[src/rtl/commit_unit.sv]
// ---------------------------------------------------------------------------
// commit_unit
//
// Retirement stage that sits directly after the reorder buffer. It accepts
// at most one in-order commit per cycle and carries out that commit's
// architectural side effects:
//   - register-file write, registered, one cycle after accept;
//   - store enqueue into a small FIFO store queue that drains to data memory;
//   - taken-branch redirect: a one-cycle flush/redirect pulse, after which
//     commit stays blocked for FLUSH_CYCLES cycles.
//
// Optional feature (macro COMMIT_PERF_CNT_EN):
//   When defined, the block adds the instret_o[63:0] and
//   branch_redirect_cnt_o[31:0] performance counters. Both reset to 0 and
//   wrap silently. When undefined, the ports and counters do not exist.
//
// Parameters
//   SQ_DEPTH      store-queue entries (power of two, >= 2)
//   FLUSH_CYCLES  cycles commit is blocked after a redirect (>= 1)
//
// Ports
//   clk_i, rst_i                    clock; asynchronous active-high reset
//   commit_valid_i/commit_ready_o   ROB head handshake (pop on valid&&ready)
//   commit_pc_i                     PC of the committing instruction
//   commit_rd_addr_i                destination register
//   commit_result_i                 ALU result, or store address for stores
//   commit_store_data_i             store data
//   commit_write_enable_i           instruction writes rd
//   commit_store_to_mem_i           instruction is a store
//   commit_new_pc_i                 resolved next PC
//   commit_branch_taken_i           taken control transfer, redirect needed
//   rf_we_o/rf_waddr_o/rf_wdata_o   register-file write port
//   flush_o                         one-cycle pipeline/ROB flush pulse
//   redirect_valid_o/redirect_pc_o  fetch redirect (pc holds when not valid)
//   dmem_req_o/dmem_addr_o/
//   dmem_wdata_o/dmem_ack_i         store-queue head write to data memory
//   sq_empty_o                      store queue empty (fence/drain status)
//   instret_o, branch_redirect_cnt_o  (COMMIT_PERF_CNT_EN only)
// ---------------------------------------------------------------------------
module commit_unit #(
    parameter int SQ_DEPTH     = 4,
    parameter int FLUSH_CYCLES = 2
) (
    input  logic        clk_i,
    input  logic        rst_i,

    input  logic        commit_valid_i,
    output logic        commit_ready_o,
    input  logic [31:0] commit_pc_i,
    input  logic [4:0]  commit_rd_addr_i,
    input  logic [31:0] commit_result_i,
    input  logic [31:0] commit_store_data_i,
    input  logic        commit_write_enable_i,
    input  logic        commit_store_to_mem_i,
    input  logic [31:0] commit_new_pc_i,
    input  logic        commit_branch_taken_i,

    output logic        rf_we_o,
    output logic [4:0]  rf_waddr_o,
    output logic [31:0] rf_wdata_o,

    output logic        flush_o,
    output logic        redirect_valid_o,
    output logic [31:0] redirect_pc_o,

    output logic        dmem_req_o,
    output logic [31:0] dmem_addr_o,
    output logic [31:0] dmem_wdata_o,
    input  logic        dmem_ack_i,

`ifdef COMMIT_PERF_CNT_EN
    output logic [63:0] instret_o,
    output logic [31:0] branch_redirect_cnt_o,
`endif
    output logic        sq_empty_o
);

    localparam int PTR_W = (SQ_DEPTH > 1) ? $clog2(SQ_DEPTH) : 1;
    localparam int CNT_W = PTR_W + 1;
    localparam int FC_W  = (FLUSH_CYCLES > 1) ? $clog2(FLUSH_CYCLES + 1) : 1;

    typedef enum logic {
        ST_RUN   = 1'b0,
        ST_FLUSH = 1'b1
    } state_t;

    state_t            state;
    logic [FC_W-1:0]   flush_cnt;

    logic [PTR_W-1:0]  sq_wr_ptr;
    logic [PTR_W-1:0]  sq_rd_ptr;
    logic [CNT_W-1:0]  sq_count;
    logic [31:0]       sq_addr [SQ_DEPTH];
    logic [31:0]       sq_data [SQ_DEPTH];

    logic acc;
    logic sq_push;
    logic sq_pop;

    // The PC travels with the commit for trace/debug only; no side effect
    // of retirement depends on it.
    logic unused_pc;
    assign unused_pc = ^commit_pc_i;

    // Ready is a function of state and queue occupancy only, so the ROB
    // never sees a combinational path from its own valid back to ready.
    assign commit_ready_o = (state == ST_RUN) && (sq_count != CNT_W'(SQ_DEPTH));
    assign acc            = commit_valid_i && commit_ready_o;

    // The head is presented combinationally; since sq_count is reset
    // asynchronously, dmem_req_o falls the moment rst_i rises.
    assign sq_empty_o   = (sq_count == '0);
    assign dmem_req_o   = !sq_empty_o;
    assign dmem_addr_o  = sq_addr[sq_rd_ptr];
    assign dmem_wdata_o = sq_data[sq_rd_ptr];

    assign sq_push = acc && commit_store_to_mem_i;
    assign sq_pop  = dmem_req_o && dmem_ack_i;

    // ------------------------------------------------------------------
    // Retirement FSM, RF write port and redirect pulse.
    // ------------------------------------------------------------------
    // NOTE: sequential state uses non-blocking assignments only, so every
    // register samples pre-edge values regardless of statement order.
    always_ff @(posedge clk_i or posedge rst_i) begin
        if (rst_i) begin
            state            <= ST_RUN;
            flush_cnt        <= '0;
            rf_we_o          <= 1'b0;
            rf_waddr_o       <= '0;
            rf_wdata_o       <= '0;
            flush_o          <= 1'b0;
            redirect_valid_o <= 1'b0;
            redirect_pc_o    <= '0;
        end else begin
            // Writes to x0 are architecturally void and never reach the RF.
            rf_we_o <= acc && commit_write_enable_i && (commit_rd_addr_i != 5'd0);
            if (acc && commit_write_enable_i && (commit_rd_addr_i != 5'd0)) begin
                rf_waddr_o <= commit_rd_addr_i;
                rf_wdata_o <= commit_result_i;
            end

            flush_o          <= acc && commit_branch_taken_i;
            redirect_valid_o <= acc && commit_branch_taken_i;
            if (acc && commit_branch_taken_i) begin
                redirect_pc_o <= commit_new_pc_i;
            end

            case (state)
                ST_RUN: begin
                    if (acc && commit_branch_taken_i) begin
                        state     <= ST_FLUSH;
                        flush_cnt <= FC_W'(FLUSH_CYCLES);
                    end
                end
                ST_FLUSH: begin
                    // The counter reaches 0 on the same edge that returns to
                    // RUN, giving exactly FLUSH_CYCLES blocked cycles.
                    flush_cnt <= flush_cnt - 1'b1;
                    if (flush_cnt == FC_W'(1)) begin
                        state <= ST_RUN;
                    end
                end
                default: state <= ST_RUN;
            endcase
        end
    end

    // ------------------------------------------------------------------
    // Store-queue control. Stores already queued are architectural and
    // keep draining while the pipeline is flushing.
    // ------------------------------------------------------------------
    always_ff @(posedge clk_i or posedge rst_i) begin
        if (rst_i) begin
            sq_wr_ptr <= '0;
            sq_rd_ptr <= '0;
            sq_count  <= '0;
        end else begin
            if (sq_push) begin
                sq_wr_ptr <= sq_wr_ptr + 1'b1;
            end
            if (sq_pop) begin
                sq_rd_ptr <= sq_rd_ptr + 1'b1;
            end
            case ({sq_push, sq_pop})
                2'b10:   sq_count <= sq_count + 1'b1;
                2'b01:   sq_count <= sq_count - 1'b1;
                default: sq_count <= sq_count;
            endcase
        end
    end

    // NOTE: the queue storage has no reset; the pointers and count decide
    // which entries are live, so stale contents are never observed.
    always_ff @(posedge clk_i) begin
        if (sq_push) begin
            sq_addr[sq_wr_ptr] <= commit_result_i;
            sq_data[sq_wr_ptr] <= commit_store_data_i;
        end
    end

`ifdef COMMIT_PERF_CNT_EN
    // ------------------------------------------------------------------
    // Performance counters; both wrap silently.
    // ------------------------------------------------------------------
    always_ff @(posedge clk_i or posedge rst_i) begin
        if (rst_i) begin
            instret_o             <= '0;
            branch_redirect_cnt_o <= '0;
        end else begin
            if (acc) begin
                instret_o <= instret_o + 64'd1;
            end
            if (acc && commit_branch_taken_i) begin
                branch_redirect_cnt_o <= branch_redirect_cnt_o + 32'd1;
            end
        end
    end
`endif

endmodule

[config.mk]
export PLATFORM = sky130hd
export DESIGN_NAME = commit_unit
export DESIGN_NICKNAME = d
export VERILOG_FILES = /design/src/rtl/commit_unit.sv
export SDC_FILE = /design/constraint.sdc
export NUM_CORES = 1
export LEC_CHECK = 0
export CAP_MARGIN = 20
export CELL_PAD_IN_SITES_DETAIL_PLACEMENT = 0
export CELL_PAD_IN_SITES_GLOBAL_PLACEMENT = 2
export CORE_UTILIZATION = 34
export CTS_CLUSTER_DIAMETER = 60
export DETAILED_ROUTE_END_ITERATION = 12
export GPL_TIMING_DRIVEN = 0
export PLACE_DENSITY_LB_ADDON = 0.1
export SLEW_MARGIN = 15
export SYNTH_ARGS = -nofsm -noshare
export SYNTH_HDL_FRONTEND = slang
export SYNTH_SLANG_ARGS = --single-unit
[constraint.sdc]
create_clock -name clk_i -period 2.75 [get_ports clk_i]
set_input_delay 0.55 -clock clk_i [delete_from_list [all_inputs] [get_ports clk_i]]
set_output_delay 0.55 -clock clk_i [all_outputs]
set_load 0.01 [all_outputs]
==> flow_metrics.tcl <==
set metrics [dict create \
    grt_usage 0.1502 \
    ant_nets 0 \
    dr.first_iter.drc_count 324 \
    hold_class "in2async" \
    routabilityCongestion 0.7244 \
    endpoint_kind "output port" \
    cts_tree "built" \
    worstSetupPathType "reg2out" \
    antenna_found_initial 0 \
    tightest_slew_ns 0.5669 \
    buffer_ports.inserted 246 \
    pin_count 279 \
    r2r_cells 9 \
    first_pass_iters 8 \
    antenna_cells 0 \
    r2r-end "sq_count[2]" \
    rsz0062_at_grt "false" \
    worstPathRequired_ns 2.20 \
    synth_ff_type "edfxtp_1" \
    synth_edf_count 256 \
    grt_max_degree 42 \
    synth_top_area_frac 0.6164 \
    die-area_um2 37450 \
    wl_per_cell_um 20.54 \
    numCtsBuffers 38 \
    post-dp-hpwl_mm 18.03 \
    cts_max_level 2 \
    cap_violations 0 \
    ctsHoldBuffers 0 \
    violations "design-rule violations" \
    arrival_ns 2.09 \
    startpoint_type "flip-flop" \
    critPathMaxFanout 7 \
    drive_above_1_share 0.2740 \
    core_um2 35830 \
    irDropWorstVdd_uv 578.5 \
    final_hold_viol_count 0 \
    power_leakage_uw 0.006074 \
    ys_types 29 \
    fin_crit_sh 0.9587 \
    async_flop_share 0.2404 \
    die-width_um 193.5 \
    yosysTopAreaCell "edfxtp_1" \
    holdWs_ns 0.4429 \
    grt_pass1_vias 7186 \
    outcome "finished, violations left" \
    dr_total_vias 6239 \
    dp_cells 1252 \
    drc 9 \
    synth_nets 687 \
    finalClockSkew_ns 0.01213 \
    syn_avg_cell_area_um2 23.09 \
    ctsRootBufferMaster "clkbuf_16" \
    yosysSeqAreaShare 0.7790 \
    min_period_ns 2.636 \
    rows 69 \
    slew_viol_final 0 \
    r2r_start "sq_count[0]" \
    synth.top_cells.by_area "edfxtp_1 (62%), dfrtp_1 (16%), mux4_2 (12%), mux2_2 (4.4%), mux2_4 (2.4%)" \
    grt_pass1_wl_mm 42.87 \
    r2r_slack_ns 0.46 \
    final_common_cell "edfxtp_1" \
    clkSinkCount 337 \
    power.total_uw 17720 \
    area_growth_pct 35.96 \
    avgViaCountPerCell 4.705 \
    synth_cells 540 \
    clockBufferDepth 3 \
    fin_nets 982 \
    clkTransAtPathRegs_ns 0.06 \
    relSlewSlack 0.6221 \
    initial_core_util 0.3481 \
    wirelength_mm 27.24 \
    clock_latency_ns 0.52 \
    yosysWarnings 0 \
    finalSetupViolCount 0 \
    fp.dieH_um 193.5 \
    cellPowerDensity_nw_per_um2 1045 \
    layout_common_cells "edfxtp_1 (256), clkdlybuf4s50_1 (183), dfrtp_1 (80)" \
    synth-seq-cells 337 \
    overflow 0 \
    syn-cell-area_um2 12470 \
    n_fill_cell 2999 \
    instances_no_fill 1326 \
    max_freq_mhz 379.3 \
]
## stage by stage
step / cell area, µm² / TNS (ns) / util / setup slack [ns]
finish: 16960 / 0 / 0.4732 / 0.1136
floorplan: 12480 / 0 / - / 0.1199
CTS: 16970 / 0 / 0.4737 / 0.007478
global placement: 15510 / -288.60 / 0.4330 / -1.253
detailed placement: 15660 / -12.77 / 0.4372 / -0.2882
global route: 16960 / 0 / 0.4732 / 0.03972
## kinds of logic (layout without fill, tap and decap cells)
logic type | after synthesis | after routing | share of synthesized area
flip-flops | 337 | 337 | 0.7790
multiplexers | 134 | 134 | 0.1847
buffers and inverters | 34 | 359 | 0.01334
AND/OR/NAND/NOR | 17 | 17 | 0.008429
adder cells (fa/ha/maj) | 7 | 7 | 0.007625
XOR/XNOR | 6 | 6 | 0.004215
AO/OA/AOI/OAI | 5 | 5 | 0.002709
## flip-flops by register name, summed over array words and instances (netlist names)
register,cells
flush_cnt,2
redirect_pc_o,32
redirect_valid_o,1
rf_waddr_o,5
rf_wdata_o,32
rf_we_o,1
sq_addr,128
sq_count,3
sq_data,128
sq_rd_ptr,2
sq_wr_ptr,2
state,1
## worst max path at each step
stage               depth (start not counted)         start                to
detailed placement                          4  sq_rd_ptr[1]   dmem_addr_o[21]
global route                                4  sq_rd_ptr[0]    dmem_addr_o[9]
global placement                            2         rst_i    rf_wdata_o[24]
CTS                                         5  sq_rd_ptr[0]   dmem_addr_o[22]
floorplan                                   1         rst_i      flush_cnt[0]
finish                                      3  sq_rd_ptr[0]  dmem_wdata_o[31]
## cell type report
type	count	area, µm²	share of cell area
Clock inverter	15	128.9	0.007601
Multi-Input combinational cell	169	2610	0.1539
Clock buffer	55	1109	0.06538
Tap cell	461	576.8	0.03402
Inverter	11	43.79	0.002583
Timing Repair Buffer	255	2506	0.1478
Sequential cell	337	9716	0.5730
Buffer	23	265.3	0.01564
## layer usage
metal  up-vias  part of all wire  global-route usage
met5         -                 0                   0
met4         0             0.019             0.04296
met3        37             0.072             0.04742
met2       199              0.51              0.2587
met1      3228              0.40              0.1805
li1       2775                 -                   -
## synthesized netlist by cell type, types with 2 or more instances
cell and number:
clkbuf_1 6, dfrtp_1 81, xnor2_1 3, mux4_2 64, inv_1 11, nand3_1 2, nor2_1 3, mux2_4 20
mux2_2 49, and3_1 4, o21ai_0 3, buf_2 10, nand2_1 2, xor2_1 3, buf_6 3, ha_1 6
buf_1 3, edfxtp_1 256
## critical path, cell delays in order, from the launching register on
cell             delay, ns
dfrtp_2               0.39
buf_12                0.14
mux4_2                0.51
clkdlybuf4s50_1       0.52
## where the power goes
group	total (µW)	switching, µW	internal, µW
logic	5950	2540	3410
clock network	4940	1940	2990
registers	6830	418	6420
total	17700	4900	12800
## timing repair
item / in CTS / in global routing
resized for setup: 140 / 3
buffers inserted: 4 / 0
endpoints found under the setup margin: 64 / 3
Power figures use the tool's default switching activity.
